<file path="config.mk">
export PLATFORM = sky130hd
export DESIGN_NAME = vga_timing_gen_flat
export DESIGN_NICKNAME = d
export VERILOG_FILES = /design/src/rtl/vga_timing_gen_if.sv /design/src/rtl/vga_timing_gen.sv /design/src/flat_wrapper.sv
export SDC_FILE = /design/constraint.sdc
export NUM_CORES = 1
export LEC_CHECK = 0
export CELL_PAD_IN_SITES_DETAIL_PLACEMENT = 0
export CELL_PAD_IN_SITES_GLOBAL_PLACEMENT = 2
export CORE_ASPECT_RATIO = 1.5
export CORE_MARGIN = 5
export CORE_UTILIZATION = 25
export DETAILED_ROUTE_END_ITERATION = 6
export PLACE_DENSITY_LB_ADDON = 0.15
export SLEW_MARGIN = 20
export SYNTH_ARGS = -nofsm -noshare
export SYNTH_HDL_FRONTEND = slang
export SYNTH_SLANG_ARGS = --single-unit
export TNS_END_PERCENT = 20
</file>
<file path="constraint.sdc">
create_clock -name clk -period 2.7 [get_ports clk]
set_clock_uncertainty 0.05 [all_clocks]
set_input_delay 0.27 -clock clk [delete_from_list [all_inputs] [get_ports clk]]
set_output_delay 0.27 -clock clk [all_outputs]
set_load 0.01 [all_outputs]
</file>
<file path="src/rtl/vga_timing_gen_if.sv">
// Pixel-scan interface between the VGA timing source and the drawing path / DAC pins.
// The master is the timing generator; the slave is the drawing path that supplies RGB.
interface vga_timing_gen_if;
    logic [7:0] vga_r_in;
    logic [7:0] vga_g_in;
    logic [7:0] vga_b_in;
    logic [9:0] hcount;
    logic [9:0] vcount;
    logic [9:0] xcoord;
    logic [9:0] ycoord;
    logic       active;
    logic       frame_tick;
    logic [7:0] vga_r;
    logic [7:0] vga_g;
    logic [7:0] vga_b;
    logic       vga_hs;
    logic       vga_vs;
    logic       vga_blank_n;
    logic       vga_sync_n;

    modport master (
        input  vga_r_in, vga_g_in, vga_b_in,
        output hcount, vcount, xcoord, ycoord, active, frame_tick,
        output vga_r, vga_g, vga_b, vga_hs, vga_vs, vga_blank_n, vga_sync_n
    );

    modport slave (
        output vga_r_in, vga_g_in, vga_b_in,
        input  hcount, vcount, xcoord, ycoord, active, frame_tick,
        input  vga_r, vga_g, vga_b, vga_hs, vga_vs, vga_blank_n, vga_sync_n
    );
endinterface

</file>
<file path="src/rtl/vga_timing_gen.sv">
// VGA scan timing generator: pixel counters, scan coordinates, frame tick and retimed DAC outputs.
// Define VGA_PIXEL_DIV_EN to advance one pixel every second clk (e.g. 50 MHz clk, 25 MHz pixel).
module vga_timing_gen #(
    parameter int H_ACTIVE   = 640,
    parameter int H_FP       = 16,
    parameter int H_SYNC     = 96,
    parameter int H_BP       = 48,
    parameter int V_ACTIVE   = 480,
    parameter int V_FP       = 10,
    parameter int V_SYNC     = 2,
    parameter int V_BP       = 33,
    parameter int PIPE_DELAY = 2
) (
    input  logic             clk,
    input  logic             reset,
    vga_timing_gen_if.master bus
);
    localparam int H_TOTAL = H_ACTIVE + H_FP + H_SYNC + H_BP;
    localparam int V_TOTAL = V_ACTIVE + V_FP + V_SYNC + V_BP;

    localparam logic [9:0] H_LAST   = 10'(H_TOTAL - 1);
    localparam logic [9:0] V_LAST   = 10'(V_TOTAL - 1);
    localparam logic [9:0] H_ACT    = 10'(H_ACTIVE);
    localparam logic [9:0] V_ACT    = 10'(V_ACTIVE);
    localparam logic [9:0] HS_FIRST = 10'(H_ACTIVE + H_FP);
    localparam logic [9:0] HS_LAST  = 10'(H_ACTIVE + H_FP + H_SYNC - 1);
    localparam logic [9:0] VS_FIRST = 10'(V_ACTIVE + V_FP);
    localparam logic [9:0] VS_LAST  = 10'(V_ACTIVE + V_FP + V_SYNC - 1);

    logic       pe;
    logic       advanced;
    logic [9:0] h_cnt;
    logic [9:0] v_cnt;
    logic       frame_tick_q;
    logic       active;
    logic       hsync_raw;
    logic       vsync_raw;
    logic [2:0] scan_raw;
    logic [2:0] scan_dly;
    logic [7:0] r_q;
    logic [7:0] g_q;
    logic [7:0] b_q;
    logic       hs_q;
    logic       vs_q;
    logic       blank_n_q;

`ifdef VGA_PIXEL_DIV_EN
    logic pe_toggle;

    always_ff @(posedge clk) begin
        if (!reset) begin
            pe_toggle <= 1'b0;
        end else begin
            pe_toggle <= ~pe_toggle;
        end
    end

    assign pe = pe_toggle;
`else
    assign pe = 1'b1;
`endif

    always_ff @(posedge clk) begin
        if (!reset) begin
            h_cnt <= '0;
            v_cnt <= '0;
        end else if (pe) begin
            if (h_cnt == H_LAST) begin
                h_cnt <= '0;
                v_cnt <= (v_cnt == V_LAST) ? '0 : v_cnt + 10'd1;
            end else begin
                h_cnt <= h_cnt + 10'd1;
            end
        end
    end

    // 'advanced' marks the first clk of each pixel so the tick stays one clk wide when pe is divided.
    always_ff @(posedge clk) begin
        if (!reset) begin
            advanced     <= 1'b0;
            frame_tick_q <= 1'b0;
        end else begin
            advanced     <= pe;
            frame_tick_q <= advanced && (h_cnt == '0) && (v_cnt == V_ACT);
        end
    end

    assign active    = (h_cnt < H_ACT) && (v_cnt < V_ACT);
    assign hsync_raw = (h_cnt >= HS_FIRST) && (h_cnt <= HS_LAST);
    assign vsync_raw = (v_cnt >= VS_FIRST) && (v_cnt <= VS_LAST);
    assign scan_raw  = {hsync_raw, vsync_raw, active};

    // The delay line runs on every clk so it matches the draw-path latency measured in clks.
    generate
        if (PIPE_DELAY == 0) begin : g_no_pipe
            assign scan_dly = scan_raw;
        end else begin : g_pipe
            logic [2:0] stage [PIPE_DELAY];

            always_ff @(posedge clk) begin
                if (!reset) begin
                    for (int i = 0; i < PIPE_DELAY; i++) begin
                        stage[i] <= '0;
                    end
                end else begin
                    stage[0] <= scan_raw;
                    for (int i = 1; i < PIPE_DELAY; i++) begin
                        stage[i] <= stage[i-1];
                    end
                end
            end

            assign scan_dly = stage[PIPE_DELAY-1];
        end
    endgenerate

    always_ff @(posedge clk) begin
        if (!reset) begin
            r_q       <= '0;
            g_q       <= '0;
            b_q       <= '0;
            hs_q      <= 1'b1;
            vs_q      <= 1'b1;
            blank_n_q <= 1'b0;
        end else begin
            r_q       <= scan_dly[0] ? bus.vga_r_in : 8'h00;
            g_q       <= scan_dly[0] ? bus.vga_g_in : 8'h00;
            b_q       <= scan_dly[0] ? bus.vga_b_in : 8'h00;
            hs_q      <= ~scan_dly[2];
            vs_q      <= ~scan_dly[1];
            blank_n_q <= scan_dly[0];
        end
    end

    assign bus.hcount      = h_cnt;
    assign bus.vcount      = v_cnt;
    assign bus.xcoord      = (h_cnt < H_ACT) ? h_cnt : '0;
    assign bus.ycoord      = (v_cnt < V_ACT) ? v_cnt : '0;
    assign bus.active      = active;
    assign bus.frame_tick  = frame_tick_q;
    assign bus.vga_r       = r_q;
    assign bus.vga_g       = g_q;
    assign bus.vga_b       = b_q;
    assign bus.vga_hs      = hs_q;
    assign bus.vga_vs      = vs_q;
    assign bus.vga_blank_n = blank_n_q;
    assign bus.vga_sync_n  = 1'b0;
endmodule

</file>
<file path="src/flat_wrapper.sv">
// flat-port wrapper written by rule: the top's interface ports become plain ports
module vga_timing_gen_flat 
#(
    parameter int H_ACTIVE   = 640,
    parameter int H_FP       = 16,
    parameter int H_SYNC     = 96,
    parameter int H_BP       = 48,
    parameter int V_ACTIVE   = 480,
    parameter int V_FP       = 10,
    parameter int V_SYNC     = 2,
    parameter int V_BP       = 33,
    parameter int PIPE_DELAY = 2
)
  (clk, reset, bus_vga_r_in, bus_vga_g_in, bus_vga_b_in, bus_hcount, bus_vcount, bus_xcoord, bus_ycoord, bus_active, bus_frame_tick, bus_vga_r, bus_vga_g, bus_vga_b, bus_vga_hs, bus_vga_vs, bus_vga_blank_n, bus_vga_sync_n);
  vga_timing_gen_if bus_i ();
  input  logic clk;
  input  logic reset;
  input wire logic [$bits(bus_i.vga_r_in)-1:0] bus_vga_r_in;
  input wire logic [$bits(bus_i.vga_g_in)-1:0] bus_vga_g_in;
  input wire logic [$bits(bus_i.vga_b_in)-1:0] bus_vga_b_in;
  output wire logic [$bits(bus_i.hcount)-1:0] bus_hcount;
  output wire logic [$bits(bus_i.vcount)-1:0] bus_vcount;
  output wire logic [$bits(bus_i.xcoord)-1:0] bus_xcoord;
  output wire logic [$bits(bus_i.ycoord)-1:0] bus_ycoord;
  output wire logic [$bits(bus_i.active)-1:0] bus_active;
  output wire logic [$bits(bus_i.frame_tick)-1:0] bus_frame_tick;
  output wire logic [$bits(bus_i.vga_r)-1:0] bus_vga_r;
  output wire logic [$bits(bus_i.vga_g)-1:0] bus_vga_g;
  output wire logic [$bits(bus_i.vga_b)-1:0] bus_vga_b;
  output wire logic [$bits(bus_i.vga_hs)-1:0] bus_vga_hs;
  output wire logic [$bits(bus_i.vga_vs)-1:0] bus_vga_vs;
  output wire logic [$bits(bus_i.vga_blank_n)-1:0] bus_vga_blank_n;
  output wire logic [$bits(bus_i.vga_sync_n)-1:0] bus_vga_sync_n;
  assign bus_i.vga_r_in = bus_vga_r_in;
  assign bus_i.vga_g_in = bus_vga_g_in;
  assign bus_i.vga_b_in = bus_vga_b_in;
  assign bus_hcount = bus_i.hcount;
  assign bus_vcount = bus_i.vcount;
  assign bus_xcoord = bus_i.xcoord;
  assign bus_ycoord = bus_i.ycoord;
  assign bus_active = bus_i.active;
  assign bus_frame_tick = bus_i.frame_tick;
  assign bus_vga_r = bus_i.vga_r;
  assign bus_vga_g = bus_i.vga_g;
  assign bus_vga_b = bus_i.vga_b;
  assign bus_vga_hs = bus_i.vga_hs;
  assign bus_vga_vs = bus_i.vga_vs;
  assign bus_vga_blank_n = bus_i.vga_blank_n;
  assign bus_vga_sync_n = bus_i.vga_sync_n;
  vga_timing_gen #(.H_ACTIVE(H_ACTIVE), .H_FP(H_FP), .H_SYNC(H_SYNC), .H_BP(H_BP), .V_ACTIVE(V_ACTIVE), .V_FP(V_FP), .V_SYNC(V_SYNC), .V_BP(V_BP), .PIPE_DELAY(PIPE_DELAY)) u_core (.clk(clk), .reset(reset), .bus(bus_i));
endmodule
</file>
* After elaboration in Yosys (flattened, before gate mapping) *
Memory sizes are Yosys's and may differ from the RTL's.
Index checks and enable logic that the tools add are counted.

operators by class
  $lt $le $gt $ge = 6
  multiplexer cells = 7
  reductions and logical operators = 8
  bitwise gates (word level) = 5
  add/subtract/negate cells = 2
  equality and inequality tests = 3

operators by type and width
  kind                   count
  $mux 10                3
  $add 10x1->10 const B  2
  $eq 10x10->1 const B   2
  $eq 10x9->1 const B    1
  $ge 10x10->1 const B   1
  $ge 10x9->1 const B    1
  $le 10x10->1 const B   1
  $le 10x9->1 const B    1
  $logic_not 10->1       1
  $lt 10x10->1 const B   1
  $lt 10x9->1 const B    1
  $mux 3                 2
  $logic_and 1x1->1      5
  $not 1->1              3
  $mux 1                 2
  $or 1x1->1             2
  $reduce_and 2->1       1
  $reduce_or 2->1        1

storage, ports and cells
  memories kept = 1
  flip-flop bits (word level) = 49
  memory bits (writable) = 6
  output and inout bits = 70

memories
  name                 depth  bits a word  read ports  clocked after Yosys merged registers in  write ports  RTL line              RTL
  u_core.g_pipe.stage  2      3            2           0                                        2            vga_timing_gen.sv:98  logic [2:0] stage [PIPE_DELAY];

* Longest topological paths before layout *
  depth in word-level cells = 3
  mapped depth = 6
  depth with buffers taken out = 6

* Least setup slack after synthesis *
OpenSTA, ideal clock, no wires.

  path kind = register -> register
  start = register u_core.h_cnt[0], in the netlist u_core.bus.hcount[0]
  end = register u_core.v_cnt[9], in the netlist u_core.bus.vcount[9]
  stages on the path, launching flop included = 7
  path slack = 0.928 ns
  data required time = 2.582 ns
  library setup time = 0.068 ns
  arrival = 1.654 ns
  cell sequence = dfxtp_1 -> ha_1 -> and3_1 -> buf_4 -> nand3_4 -> or4_4 -> a21oi_2

on the way
  longest elaborated chain between the ends = 1

RTL lines
  item                    RTL line              RTL
  start, declared         vga_timing_gen.sv:32  logic [9:0] h_cnt;
  start signal, assigned  vga_timing_gen.sv:72  h_cnt <= h_cnt + 10'd1;
  $eq 10x10->1            vga_timing_gen.sv:68  if (h_cnt == H_LAST) begin
  end signal, assigned    vga_timing_gen.sv:70  v_cnt <= (v_cnt == V_LAST) ? '0 : v_cnt + 10'd1;
  end, declared           vga_timing_gen.sv:33  logic [9:0] v_cnt;

Every way passes these cells.
A chain may end at the register's enable or synchronous reset.

* Final worst setup path *
  start = register u_core.v_cnt[5], in the netlist u_core.bus.vcount[5]
  end = output bus_ycoord[1]

on the way
  longest elaborated chain between the ends = 2

RTL lines
  item           RTL line               RTL
  $lt 10x9->1    vga_timing_gen.sv:138  assign bus.ycoord = (v_cnt < V_ACT) ? v_cnt : '0;
  $mux 10        vga_timing_gen.sv:138
  end, declared  flat_wrapper.sv:24     output wire logic [$bits(bus_i.ycoord)-1:0] bus_ycoord;

Every way passes these cells.

==> results.md <==
* Most frequent cells in the layout: clkdlybuf4s50_1 (93), dfxtp_1 (55), and3_1 (28)
* Final Hold Fails at 0
* Worst-skew pair later-pin latency at around 0.29 ns
* First-pass GRT wire length at 10,500 microns
* Std cell rows at 41
* Chip Width at about 86 microns
* Layout area overhead at 55.4%
* Vias in the first global route at 1,943
* Ports at 96
* Final Hold Slack at approximately 0.32 ns
* Final WL at between 6000 and 7000 microns
* TritonCTS clock tree: done
* Max-cap violations at 0
* Initial core utilization at between 20 and 30%
* Outcome: finished clean
* Unrepaired setup endpoints after global routing: false
* Initial antenna violation count at 0
* Synth unique cells at 39
* Iter 0 DRT Violations at 46
* Minimum clock period at around 2.4 ns
* Placer Congestion at 0.752
* Worst Hold Class: reg2reg
* Crit path arrival time at 2.11 ns
* Total number of vias at ~1,900
* Synthesized cell area at between 2000 and 2500 sq um
* Most used DFF post-synth: dfxtp_1
* Rel. slew slack at around three fifths
* Finish-stage setup viols at 0
* Synth warnings at 0
* Root buf cell: clkbuf_16
* Avg Synthesized Cell Area at just under 10 sq um
* Worst setup SP type: register
* CP Class: reg2out
* Clock sinks at 55
* Achievable Freq at 411 MHz
* Slew Viols, Final at 0
* Mapped Cells at about 230
* Comb pwr share at 6.6%
* Detail Route Antenna Nets at 0
* CTS Buf Count at 5
* CTS resizes at 0
* Buffers on Ports at 93
* Post-synth EDFFs at 0
* Worst slack, placed at 0.572 ns
* Fin Setup TNS at 0 ns
* Post-DP Area at between 3000 and 4000 sq um
* Hpwl dp at ~5000 microns
* DRC at 0
* LEAKAGE at ~1.3 nW
* Pwr Density at between 500 and 600 nW/um^2
* Pre-antenna DRT Iters at 4
* Die area at between 10,000 and 15,000 sq um
* Total gr overflow at 0
* Post-CTS setup buffer count at 0
* Number of H-tree levels at 2
* Fin worst setup slack at between 0.2 and 0.3 ns
* Wire per inst at 15.1 microns
* Fin nets at ~350
* Max clock buf depth at 2
* Total track usage at 12.4%
* Synth Register Bits at 55
* Max Fanout on Critical Path at 11
* Seq/Total Area, Yosys at around half
* Switching share of power at 19.2%
* Vias/cell at 4.46
* Largest net degree at the start of global routing at 44
* Hold-fix buffers, CTS at 0
* Sw Pwr at around 0.00034 W
* Clock transition at path regs at roughly 0.070 ns
* Ys async rst share at 0%
* Layout cells sized above 1 at between 6 and 7%
* Leading cell type in the layout, fill and taps excluded: clkdlybuf4s50_1
* Worst Max-Slew Pin Slew at between 0.6 and 0.7 ns
* Critical Path End Type: output pin
* Core Region at 8460 sq um
* Chip height at between 100 and 150 microns
* Final worst-path cycle share at 90.1%
* Design area at about 3400 sq um
* Max VDD drop at 0.000365 V
* Required time worst endpoint at roughly 2.4 ns
* Int Pwr at 0.00143 W
* Seq pwr share at between 40% and 50%
* Clock power frac at between 40% and 50%
* ANT cells at 0
[critical path, cell delays in order, from the launching register on]
cell and delay (ns):
dfxtp_1 0.47, nand4_1 0.31, nor2b_1 0.23, buf_4 0.17
and2_1 0.16, clkdlybuf4s50_1 0.48
[power groups by stage]
stage / Sequential, W / Clock, W / Combinational, W
floorplan: 0.000861 / 0 / 0.0000352
global route: 0.000843 / 0.000882 / 0.000128
detailed placement: 0.000859 / 0 / 0.000120
CTS: 0.000840 / 0.000849 / 0.000121
global placement: 0.000859 / 0 / 0.000121
finish: 0.000840 / 0.000818 / 0.000117
[kinds of logic (layout without fill, tap and decap cells)]
group / after synthesis / after routing / share of synthesized area (%)
adder cells (fa/ha/maj): 4 / 4 / 2.29
buffers and inverters: 21 / 111 / 4.52
AND/OR/NAND/NOR: 120 / 120 / 34.1
XOR/XNOR: 13 / 13 / 5.21
flip-flops: 55 / 55 / 50.4
other: 1 / 2 / 0.172
AO/OA/AOI/OAI: 9 / 9 / 2.46
multiplexers: 2 / 2 / 0.916
[metrics by stage]
stage	power [W]	util (%)	std cells
after floorplan	0.000897	-	226
after global placement	0.000980	37.9	415
after detailed placement	0.000980	37.9	415
after CTS	0.00181	40.1	423
after global routing	0.00185	40.1	423
final	0.00177	40.1	423
[Yosys cell counts (2+ instances only)]
master,instances,area share (%)
clkbuf_1,7,1.2
mux2i_1,2,0.92
nor3_1,4,0.92
nor2b_1,2,0.57
xnor2_1,6,2.4
nor4_1,2,0.57
and2_1,25,7.2
buf_4,4,1.4
nand4_1,8,2.3
ha_1,4,2.3
and3_1,28,8.0
and4_1,2,0.80
xor2_1,7,2.8
o21ai_0,4,0.92
nor2_1,16,2.7
nand3_1,9,2.1
dfxtp_1,55,50
inv_1,6,1.0
buf_2,4,0.92
nand2_1,8,1.4
nor3b_1,3,1.0
nor4bb_1,2,0.92
[flip-flops by register name, indices dropped and copies added (netlist names)]
signal	cells
u_core.bus.vga_vs	1
u_core.bus.frame_tick	1
u_core.bus.hcount	10
u_core.bus.vga_b	8
u_core.bus.vcount	10
u_core.bus.vga_r	8
u_core.advanced	1
u_core.bus.vga_hs	1
u_core.bus.vga_g	8
u_core.g_pipe.stage	6
u_core.bus.vga_blank_n	1
[area by class of cell]
type	count	area [sq um]
fillers	870	5070
flip-flops and latches	55	1100
multi-input cells	150	990
repair buffers	97	961
well taps	107	134
clock buffers	6	129
clock inverters	2	60.1
inverters	6	22.5
[routing by layer]
metal / up-vias / global-route usage, % / wire length [microns]
met4: 0 / 4.40 / 104
met2: 68 / 21.6 / 3230
met5: - / 0 / 0
met3: 9 / 3.51 / 461
met1: 871 / 14.2 / 2610
li1: 937 / - / -
[path summary, 6_finish.rpt]
path                                   startpoint                                 to  slack, ns  cells after the start
max reg2reg       u_core.bus.hcount[0]$_SDFF_PP0_  u_core.bus.vcount[4]$_SDFFE_PN0N_       0.78                      5
min reg2reg  u_core.g_pipe.stage[0][4]$_SDFF_PN0_       u_core.bus.vga_vs$_SDFF_PN1_       0.32                      1
max             u_core.bus.vcount[5]$_SDFFE_PN0N_                      bus_ycoord[1]       0.27                      5
min          u_core.g_pipe.stage[0][4]$_SDFF_PN0_       u_core.bus.vga_vs$_SDFF_PN1_       0.32                      1
Power figures use the tool's default switching activity.
